<file path="config.mk">
export PLATFORM = sky130hd
export DESIGN_NAME = lsu_stall_ctrl_flat
export DESIGN_NICKNAME = d
export VERILOG_FILES = /design/src/rtl/lsu_stall_ctrl_if.sv /design/src/rtl/lsu_stall_ctrl.sv /design/src/flat_wrapper.sv
export SDC_FILE = /design/constraint.sdc
export NUM_CORES = 1
export LEC_CHECK = 0
export ABC_CLOCK_PERIOD_IN_PS = 3100
export CAP_MARGIN = 10
export CORE_AREA = 10 10 176 112
export CTS_CLUSTER_SIZE = 25
export DETAILED_ROUTE_END_ITERATION = 10
export DIE_AREA = 0 0 186 122
export GPL_ROUTABILITY_DRIVEN = 0
export PLACE_DENSITY = 0.66
export RECOVER_POWER = 25
export SLEW_MARGIN = 20
export SYNTH_ARGS = -nofsm -noshare
export SYNTH_HDL_FRONTEND = slang
export SYNTH_SLANG_ARGS = --single-unit
</file>
<file path="constraint.sdc">
create_clock -name clk -period 3.1 [get_ports clk]
set_input_delay 0.62 -clock clk [delete_from_list [all_inputs] [get_ports clk]]
set_output_delay 0.62 -clock clk [all_outputs]
set_load 0.01 [all_outputs]
</file>
<file path="src/rtl/lsu_stall_ctrl_if.sv">
// Memory-side bus of the LSU: per-thread read and write valid/ready channels.
// master = LSU (drives requests), slave = memory (drives readies and read data).
interface lsu_stall_ctrl_if #(
  parameter int THREADS   = 4,
  parameter int ADDR_BITS = 8,
  parameter int DATA_BITS = 8
);
  logic [THREADS-1:0]           mem_read_valid;
  logic [THREADS*ADDR_BITS-1:0] mem_read_address;
  logic [THREADS-1:0]           mem_read_ready;
  logic [THREADS*DATA_BITS-1:0] mem_read_data;
  logic [THREADS-1:0]           mem_write_valid;
  logic [THREADS*ADDR_BITS-1:0] mem_write_address;
  logic [THREADS*DATA_BITS-1:0] mem_write_data;
  logic [THREADS-1:0]           mem_write_ready;

  modport master (
    output mem_read_valid, mem_read_address,
    input  mem_read_ready, mem_read_data,
    output mem_write_valid, mem_write_address, mem_write_data,
    input  mem_write_ready
  );

  modport slave (
    input  mem_read_valid, mem_read_address,
    output mem_read_ready, mem_read_data,
    input  mem_write_valid, mem_write_address, mem_write_data,
    output mem_write_ready
  );
endinterface

</file>
<file path="src/rtl/lsu_stall_ctrl.sv">
// MEM-stage load/store controller. Launches one memory transaction per active
// thread and stalls the pipeline (any_lsu_waiting) until all have completed.
// Optional watchdog: define LSU_TIMEOUT_EN to add the counter and lsu_timeout.
module lsu_stall_ctrl #(
  parameter int THREADS        = 4,
  parameter int ADDR_BITS      = 8,
  parameter int DATA_BITS      = 8,
  parameter int TIMEOUT_CYCLES = 255
) (
  input  logic                         clk,
  input  logic                         reset,
  input  logic                         issue_valid,
  input  logic                         mem_read_en,
  input  logic                         mem_write_en,
  input  logic [THREADS-1:0]           thread_enable,
  input  logic [THREADS*ADDR_BITS-1:0] rs_addr,
  input  logic [THREADS*DATA_BITS-1:0] rt_data,
  lsu_stall_ctrl_if.master             mem,
  output logic [THREADS*DATA_BITS-1:0] lsu_out,
`ifdef LSU_TIMEOUT_EN
  output logic                         lsu_timeout,
`endif
  output logic                         any_lsu_waiting
);

  localparam logic [1:0] S_IDLE = 2'd0;
  localparam logic [1:0] S_REQ  = 2'd1;
  localparam logic [1:0] S_DONE = 2'd2;

  logic [THREADS-1:0][1:0]           state_q, state_d;
  logic [THREADS-1:0][ADDR_BITS-1:0] addr_q, addr_d;
  logic [THREADS-1:0][DATA_BITS-1:0] data_q, data_d;
  logic [THREADS-1:0][DATA_BITS-1:0] lsu_out_q, lsu_out_d;
  logic [THREADS-1:0]                rvalid_q, rvalid_d;
  logic [THREADS-1:0]                wvalid_q, wvalid_d;
  logic                              op_read_q, op_read_d;
  logic                              all_idle, any_req, start;

  // Summarise the per-thread FSMs
  always_comb begin
    all_idle = 1'b1;
    any_req  = 1'b0;
    for (int i = 0; i < THREADS; i++) begin
      if (state_q[i] != S_IDLE) all_idle = 1'b0;
      if (state_q[i] == S_REQ)  any_req  = 1'b1;
    end
  end

  // A new op may only launch once every thread is back to IDLE, so the same
  // instruction cannot re-issue during the all-DONE release cycle.
  assign start = issue_valid & (mem_read_en | mem_write_en) & all_idle &
                 (|thread_enable);
  assign any_lsu_waiting = start | any_req;

  // Per-thread next state, request launch, completion and load capture
  always_comb begin
    state_d   = state_q;
    addr_d    = addr_q;
    data_d    = data_q;
    lsu_out_d = lsu_out_q;
    rvalid_d  = rvalid_q;
    wvalid_d  = wvalid_q;
    op_read_d = start ? mem_read_en : op_read_q;  // read wins if both set
    for (int i = 0; i < THREADS; i++) begin
      case (state_q[i])
        S_IDLE: begin
          if (start && thread_enable[i]) begin
            state_d[i]  = S_REQ;
            addr_d[i]   = rs_addr[i*ADDR_BITS +: ADDR_BITS];
            data_d[i]   = rt_data[i*DATA_BITS +: DATA_BITS];
            rvalid_d[i] = mem_read_en;
            wvalid_d[i] = ~mem_read_en;
          end
        end
        S_REQ: begin
          if (op_read_q ? mem.mem_read_ready[i] : mem.mem_write_ready[i]) begin
            state_d[i]  = S_DONE;
            rvalid_d[i] = 1'b0;
            wvalid_d[i] = 1'b0;
            if (op_read_q) lsu_out_d[i] = mem.mem_read_data[i*DATA_BITS +: DATA_BITS];
          end
        end
        S_DONE: begin
          if (!any_req) state_d[i] = S_IDLE;
        end
        default: state_d[i] = S_IDLE;
      endcase
    end
  end

  // State and output registers; reset aborts any outstanding transaction
  always_ff @(posedge clk) begin
    if (reset) begin
      state_q   <= '0;
      addr_q    <= '0;
      data_q    <= '0;
      lsu_out_q <= '0;
      rvalid_q  <= '0;
      wvalid_q  <= '0;
      op_read_q <= 1'b0;
    end else begin
      state_q   <= state_d;
      addr_q    <= addr_d;
      data_q    <= data_d;
      lsu_out_q <= lsu_out_d;
      rvalid_q  <= rvalid_d;
      wvalid_q  <= wvalid_d;
      op_read_q <= op_read_d;
    end
  end

  assign mem.mem_read_valid    = rvalid_q;
  assign mem.mem_write_valid   = wvalid_q;
  assign mem.mem_read_address  = addr_q;
  assign mem.mem_write_address = addr_q;
  assign mem.mem_write_data    = data_q;
  assign lsu_out               = lsu_out_q;

`ifdef LSU_TIMEOUT_EN
  localparam int CW = $clog2(TIMEOUT_CYCLES + 1);
  localparam logic [CW-1:0] TO_MAX = CW'(TIMEOUT_CYCLES);

  logic [CW-1:0] to_cnt_q, to_cnt_d;
  logic          lsu_timeout_q, lsu_timeout_d;

  // Count cycles spent with a request outstanding; saturate and latch the flag
  always_comb begin
    to_cnt_d = to_cnt_q;
    if (start)                              to_cnt_d = '0;
    else if (any_req && to_cnt_q != TO_MAX) to_cnt_d = to_cnt_q + 1'b1;
    lsu_timeout_d = lsu_timeout_q | (to_cnt_d == TO_MAX);
  end

  // Watchdog registers
  always_ff @(posedge clk) begin
    if (reset) begin
      to_cnt_q      <= '0;
      lsu_timeout_q <= 1'b0;
    end else begin
      to_cnt_q      <= to_cnt_d;
      lsu_timeout_q <= lsu_timeout_d;
    end
  end

  assign lsu_timeout = lsu_timeout_q;
`endif

endmodule

</file>
<file path="src/flat_wrapper.sv">
// flat-port wrapper written by rule: the top's interface ports become plain ports
module lsu_stall_ctrl_flat 
#(
  parameter int THREADS        = 4,
  parameter int ADDR_BITS      = 8,
  parameter int DATA_BITS      = 8,
  parameter int TIMEOUT_CYCLES = 255
)
  (clk, reset, issue_valid, mem_read_en, mem_write_en, thread_enable, rs_addr, rt_data, lsu_out, any_lsu_waiting, mem_mem_read_valid, mem_mem_read_address, mem_mem_read_ready, mem_mem_read_data, mem_mem_write_valid, mem_mem_write_address, mem_mem_write_data, mem_mem_write_ready);
  lsu_stall_ctrl_if #(.THREADS(THREADS), .ADDR_BITS(ADDR_BITS), .DATA_BITS(DATA_BITS)) mem_i ();
  input  logic clk;
  input  logic reset;
  input  logic issue_valid;
  input  logic mem_read_en;
  input  logic mem_write_en;
  input  logic [THREADS-1:0] thread_enable;
  input  logic [THREADS*ADDR_BITS-1:0] rs_addr;
  input  logic [THREADS*DATA_BITS-1:0] rt_data;
  output logic [THREADS*DATA_BITS-1:0] lsu_out;
  output logic any_lsu_waiting;
  output wire logic [$bits(mem_i.mem_read_valid)-1:0] mem_mem_read_valid;
  output wire logic [$bits(mem_i.mem_read_address)-1:0] mem_mem_read_address;
  input wire logic [$bits(mem_i.mem_read_ready)-1:0] mem_mem_read_ready;
  input wire logic [$bits(mem_i.mem_read_data)-1:0] mem_mem_read_data;
  output wire logic [$bits(mem_i.mem_write_valid)-1:0] mem_mem_write_valid;
  output wire logic [$bits(mem_i.mem_write_address)-1:0] mem_mem_write_address;
  output wire logic [$bits(mem_i.mem_write_data)-1:0] mem_mem_write_data;
  input wire logic [$bits(mem_i.mem_write_ready)-1:0] mem_mem_write_ready;
  assign mem_mem_read_valid = mem_i.mem_read_valid;
  assign mem_mem_read_address = mem_i.mem_read_address;
  assign mem_i.mem_read_ready = mem_mem_read_ready;
  assign mem_i.mem_read_data = mem_mem_read_data;
  assign mem_mem_write_valid = mem_i.mem_write_valid;
  assign mem_mem_write_address = mem_i.mem_write_address;
  assign mem_mem_write_data = mem_i.mem_write_data;
  assign mem_i.mem_write_ready = mem_mem_write_ready;
  lsu_stall_ctrl #(.THREADS(THREADS), .ADDR_BITS(ADDR_BITS), .DATA_BITS(DATA_BITS), .TIMEOUT_CYCLES(TIMEOUT_CYCLES)) u_core (.clk(clk), .reset(reset), .issue_valid(issue_valid), .mem_read_en(mem_read_en), .mem_write_en(mem_write_en), .thread_enable(thread_enable), .rs_addr(rs_addr), .rt_data(rt_data), .mem(mem_i), .lsu_out(lsu_out), .any_lsu_waiting(any_lsu_waiting));
endmodule
</file>
==> impl_metrics.ini, run 1 <==
[die]
die_area_mm2 = 0.0227
core_mm2 = 0.0167
dieWidth_um = 186
io_pins = 250
die_y_um = 122
initial_core_util_pct = 29.2
row_count = 37

[placement]
port_buffers = 249
placed_cells = 954
place_area_mm2 = 0.00718
dp_hpwl_um = 12200

[yosys]
synth_fp_nets = 669
synthCells = 556
synth_ff_type = dfxtp_1
synth_most_common_cell = dfxtp_1
synth_edf_count = 0
ys_ff_latch = 113
synthArstFlopShare_pct = 0
synth_area_mm2 = 0.00486
yosysWarnings = 0
yosysTopAreaCell = dfxtp_1
synth_commonest_cells = dfxtp_1 (113), nand2_1 (96), nand2b_1 (52)
yosys-top-cells-area = dfxtp_1 (47%), nand3b_1 (7.6%), nand2_1 (7.4%), nand2b_1 (6.7%), buf_4 (5.9%)
synth_top_area_share_pct = 46.5
synth-seq-area-share_pct = 46.5
ys_types = 40
syn_area_per_cell_um2 = 8.74

[clock_network]
cts.sinks = 113
tritoncts = built
cts_hold_buffers = 0
cts_buffer_depth = 2
cts_setup_buffers = 0
post_cts_resized = 0
cts_buffers = 17
h-tree-depth = 4
cts.reportedPaths.clkPinSlew_ps = 60
clock_latency_ps = 400
root_buffer = clkbuf_16

[layout]
fin_cells = 985
syn2layout_area_growth_pct = 58.9
multi_input_area_mm2 = 0.00208
fillers = 1621
n_antenna_cell = 0
finish.instance_area_mm2 = 0.00772
regArea_mm2 = 0.00226
drive_gt1_share_pct = 8.43
final_nets = 872

[grt]
grt_pass1_vias = 4224
grt_overflow = 0
grt_max_degree = 72
antenna_found_initial = 0
track_usage_pct = 13.5
grt_pass1_wl_um = 23900

[power]
vdd_drop_max_mv = 0.291
p_leak_nw = 2.68
power_density_mw_per_mm2 = 515

[setup_path]
crit_fanout = 6
path_class = in2out
cp-start-kind = primary input
critPathRequiredTime_ps = 2480
arrival_ps = 2270
endpoint_kind = output pin

[sta]
slew_headroom_pct = 13.3
period_needed_ps = 2890
totalNegativeSetupSlack_ps = 0
fin_crit_sh_pct = 93.1
rsz0062_at_grt = false
slew_violations = 0
clock_skew_ps = 10.5
hold_viol_final = 0
setup_viol = 0
tightest_slew_ps = 1300
fmax_ghz = 0.346

[worst_hold_path]
hold_path_class = reg2reg

[job]
drv_cap = 0

[route]
dr.pass1.iters = 4
vias = 4394
ant_nets = 0
routedWlPerCell_um = 16.4
drcViolationCount = 0
viasPerCell = 4.46
routed_wl_um = 16200
drt_iter0_markers = 149

[run_status]
status = finished clean
==> metal layers <==
| metal | track usage [%] | up-vias | part of all wire (%) |
|---|---|---|---|
| li1 | - | 2238 | - |
| met1 | 16.6 | 1982 | 44 |
| met2 | 19.5 | 164 | 42 |
| met3 | 8.00 | 10 | 12 |
| met4 | 3.86 | 0 | 0.87 |
| met5 | 0 | - | 0 |
==> cells in the final DEF (no fill, tap or decap), drive strengths merged <==
cell,instances
o41ai,6
mux2i,4
nand3,4
and4,4
nor4b,2
and2b,2
nand2,106
buf,3
dlygate4sd3,23
or2,2
a221o,2
clkinv,6
nor3,2
nand4,3
o21a,1
and3,1
o21ai,48
nand3b,49
clkinvlp,3
nor2b,3
a31oi,3
or4,1
clkdlybuf4s50,225
nor2,12
inv,9
bufinv,2
nand2b,52
nor4,2
clkbuf,22
dfxtp,113
or2b,3
a21oi,53
==> layout make-up <==
cell class | count | area share (%)
repair buffers | 253 | 32.7
flip-flops and latches | 113 | 29.3
multi-input cells | 365 | 26.9
clock buffers | 20 | 5.65
well taps | 214 | 3.47
clock inverters | 11 | 1.51
inverters | 9 | 0.437
==> state kept, by name, summed over array words and instances (netlist names) <==
register,flops
u_core.state_q,8
u_core.op_read_q,1
u_core.mem.mem_write_valid,4
u_core.mem.mem_write_data,32
u_core.mem.mem_read_address,32
u_core.mem.mem_read_valid,4
u_core.lsu_out,32
==> cell families (layout without fill, tap and decap cells) <==
group,count (synthesis),after routing,share of synthesized area [%]
and+or+nand+nor,248,248,28.9
AOI/OAI and AO/OA,113,113,13.2
muxes,4,4,0.824
buffers and inverters,78,293,10.6
DFF,113,113,46.5
==> worst paths after layout <==
| check | slack [ps] | depth (start not counted) | end | startpoint |
|---|---|---|---|---|
| setup / recovery | 210 | 5 | any_lsu_waiting | mem_read_en |
| hold / removal | 450 | 2 | u_core.lsu_out[10] | u_core.lsu_out[10] |
| setup reg to reg | 1110 | 4 | u_core.mem.mem_write_data[5] | u_core.state_q[4] |
| hold reg to reg | 450 | 2 | u_core.lsu_out[10] | u_core.lsu_out[10] |
==> through the flow <==
step                      hold slack (ps)  total power [mW]  setup WS, ps  utilization [%]
after global placement                441              2.18           210             43.1
after CTS                             454              4.06           211             46.4
after detailed placement              446              2.18           216             43.1
after global routing                  462              4.16          91.0             46.4
after floorplan                       481              1.87          1140                -
final                                 448              3.98           214             46.4
==> power breakdown <==
| group | internal [mW] | switching [mW] | leakage (nW) |
|---|---|---|---|
| registers | 1.51 | 0.0471 | 0.916 |
| clock network | 1.17 | 0.671 | 0.265 |
| logic | 0.333 | 0.241 | 1.50 |
| total | 3.02 | 0.959 | 2.68 |
==> critical path: stages <==
cell and delay (ps):
dlygate4sd3_1 590, o21a_1 240, nand4_1 170, nand2b_1 110
clkdlybuf4s50_1 540
Power figures use the tool's default switching activity.
==> run 2, diff against run 1 <==
--- a/config.mk
+++ b/config.mk
@@ -7,10 +7,10 @@
 export LEC_CHECK = 0
 export ABC_CLOCK_PERIOD_IN_PS = 3100
 export CAP_MARGIN = 10
-export CORE_AREA = 10 10 176 112
+export CORE_AREA = 2 2 168 104
 export CTS_CLUSTER_SIZE = 25
 export DETAILED_ROUTE_END_ITERATION = 10
-export DIE_AREA = 0 0 186 122
+export DIE_AREA = 0 0 170 106
 export GPL_ROUTABILITY_DRIVEN = 0
 export PLACE_DENSITY = 0.66
 export RECOVER_POWER = 25
==> impl_metrics.ini, run 2 (synthesized netlist as in run 1, its figures left out) <==
[run_status]
status = finished clean

[power]
total_power_mw = 4.08
power_frac_clock_pct = 47.8
vdd_drop_max_mv = 0.298
p_int_mw = 3.13
p_leak_nw = 2.70
power_density_mw_per_mm2 = 526
p_switching_mw = 0.953
combPwrFrac_pct = 13.9
p_seq_share_pct = 38.3
switching_share_pct = 23.4

[die]
die_area_mm2 = 0.0180
initial_core_util_pct = 29.2
core_mm2 = 0.0167
die_y_um = 106
io_pins = 250
dieWidth_um = 170
row_count = 37

[layout]
syn2layout_area_growth_pct = 59.4
fillers = 1650
multi_input_area_mm2 = 0.00208
n_antenna_cell = 0
final_common_cell = clkdlybuf4s50_1
fin_cells = 987
final_cell_mix = clkdlybuf4s50_1 (225), dfxtp_1 (113), nand2_1 (96)
drive_gt1_share_pct = 8.41
final_nets = 873
regArea_mm2 = 0.00226

[grt]
grt_pass1_vias = 4293
grt_max_degree = 68
grt_pass1_wl_um = 22400
grt_overflow = 0
antenna_found_initial = 0
track_usage_pct = 15.9

[route]
drcViolationCount = 0
routed_wl_um = 14200
dr.pass1.iters = 4
drt_iter0_markers = 210
ant_nets = 0
vias = 4380
routedWlPerCell_um = 14.4
viasPerCell = 4.44

[sta]
fmax_ghz = 0.349
hold_viol_final = 0
period_needed_ps = 2870
clock_skew_ps = 11.5
hold_ws_ps = 446
rsz0062_at_grt = false
setup_viol = 0
slew_headroom_pct = 9.67
slew_violations = 0
totalNegativeSetupSlack_ps = 0
fin_crit_sh_pct = 92.5
tightest_slew_ps = 1350

[clock_network]
tritoncts = built
cts_buffers = 17
h-tree-depth = 4
clock_latency_ps = 400
root_buffer = clkbuf_16
cts.reportedPaths.clkPinSlew_ps = 50
cts.sinks = 113
cts_setup_buffers = 0
cts_buffer_depth = 2
post_cts_resized = 0
cts_hold_buffers = 0

[setup_path]
crit_buf_inv = 2
cp-start-kind = primary input
r2r_slack_ps = 1130
cp_common_cell = clkdlybuf4s50_1
crit_family = buffers and inverters
endpoint_kind = output pin
critPathMaxStageDelay_ps = 520
crit_path_top_delay_cell = or4_1
cp_cell_sequence = clkdlybuf4s50_1 > or4_1 > nand4_1 > nand2b_1 > clkdlybuf4s50_1
arrival_ps = 2250
crit_fanout = 3
path_class = in2out
critPathRequiredTime_ps = 2480

[worst_hold_path]
hold_path_class = reg2reg

[placement]
port_buffers = 249
dp_hpwl_um = 10200
placed_cells = 955

[job]
drv_cap = 0
-- run 2: metal layers --
metal  part of all wire (%)  up-vias  global-route usage (%)
li1                       -     2240                       -
met1                     48     1971                    21.0
met2                     42      157                    23.6
met3                    9.0       12                    6.48
met4                    1.0        0                    4.76
met5                      0        -                       0
-- run 2: metrics by stage --
step	cell area, um^2	util [%]	worst slack (ps)
2_1_floorplan	4860	-	1140
3_3_place_gp	7180	43.1	216
5_1_grt	7750	46.5	204
4_1_cts	7770	46.6	221
6_report	7750	46.5	232
3_5_place_dp	7180	43.1	232
-- run 2: power by group through the flow --
stage	clock (mW)	sequential, mW	combinational [mW]
after CTS	2.01	1.56	0.578
final	1.95	1.56	0.565
after detailed placement	0	1.59	0.575
after global placement	0	1.59	0.574
after floorplan	0	1.61	0.260
after global routing	2.08	1.57	0.615
-- run 2: worst min-delay path, delay by kind of cell, from the launching register on --
family,cells,cell delay [ps]
AO/OA/AOI/OAI,1,50
AND/OR/NAND/NOR,1,50
flip-flops,1,300
-- run 2: path summary, 6_finish.rpt --
| kind | from | end | depth (start not counted) |
|---|---|---|---|
| worst max-delay path | thread_enable[0] | any_lsu_waiting | 5 |
| worst min-delay path | u_core.lsu_out[23] | u_core.lsu_out[23] | 2 |
| worst max register to register | u_core.state_q[4] | u_core.mem.mem_write_data[0] | 4 |
| worst min register to register | u_core.lsu_out[23] | u_core.lsu_out[23] | 2 |
-- run 2: final cells by class --
| type | instances | area share [%] |
|---|---|---|
| Clock buffer | 22 | 5.86 |
| Clock inverter | 10 | 1.74 |
| Inverter | 9 | 0.436 |
| Multi-Input combinational cell | 365 | 26.8 |
| Sequential cell | 113 | 29.2 |
| Tap cell | 214 | 3.45 |
| Timing Repair Buffer | 254 | 32.5 |
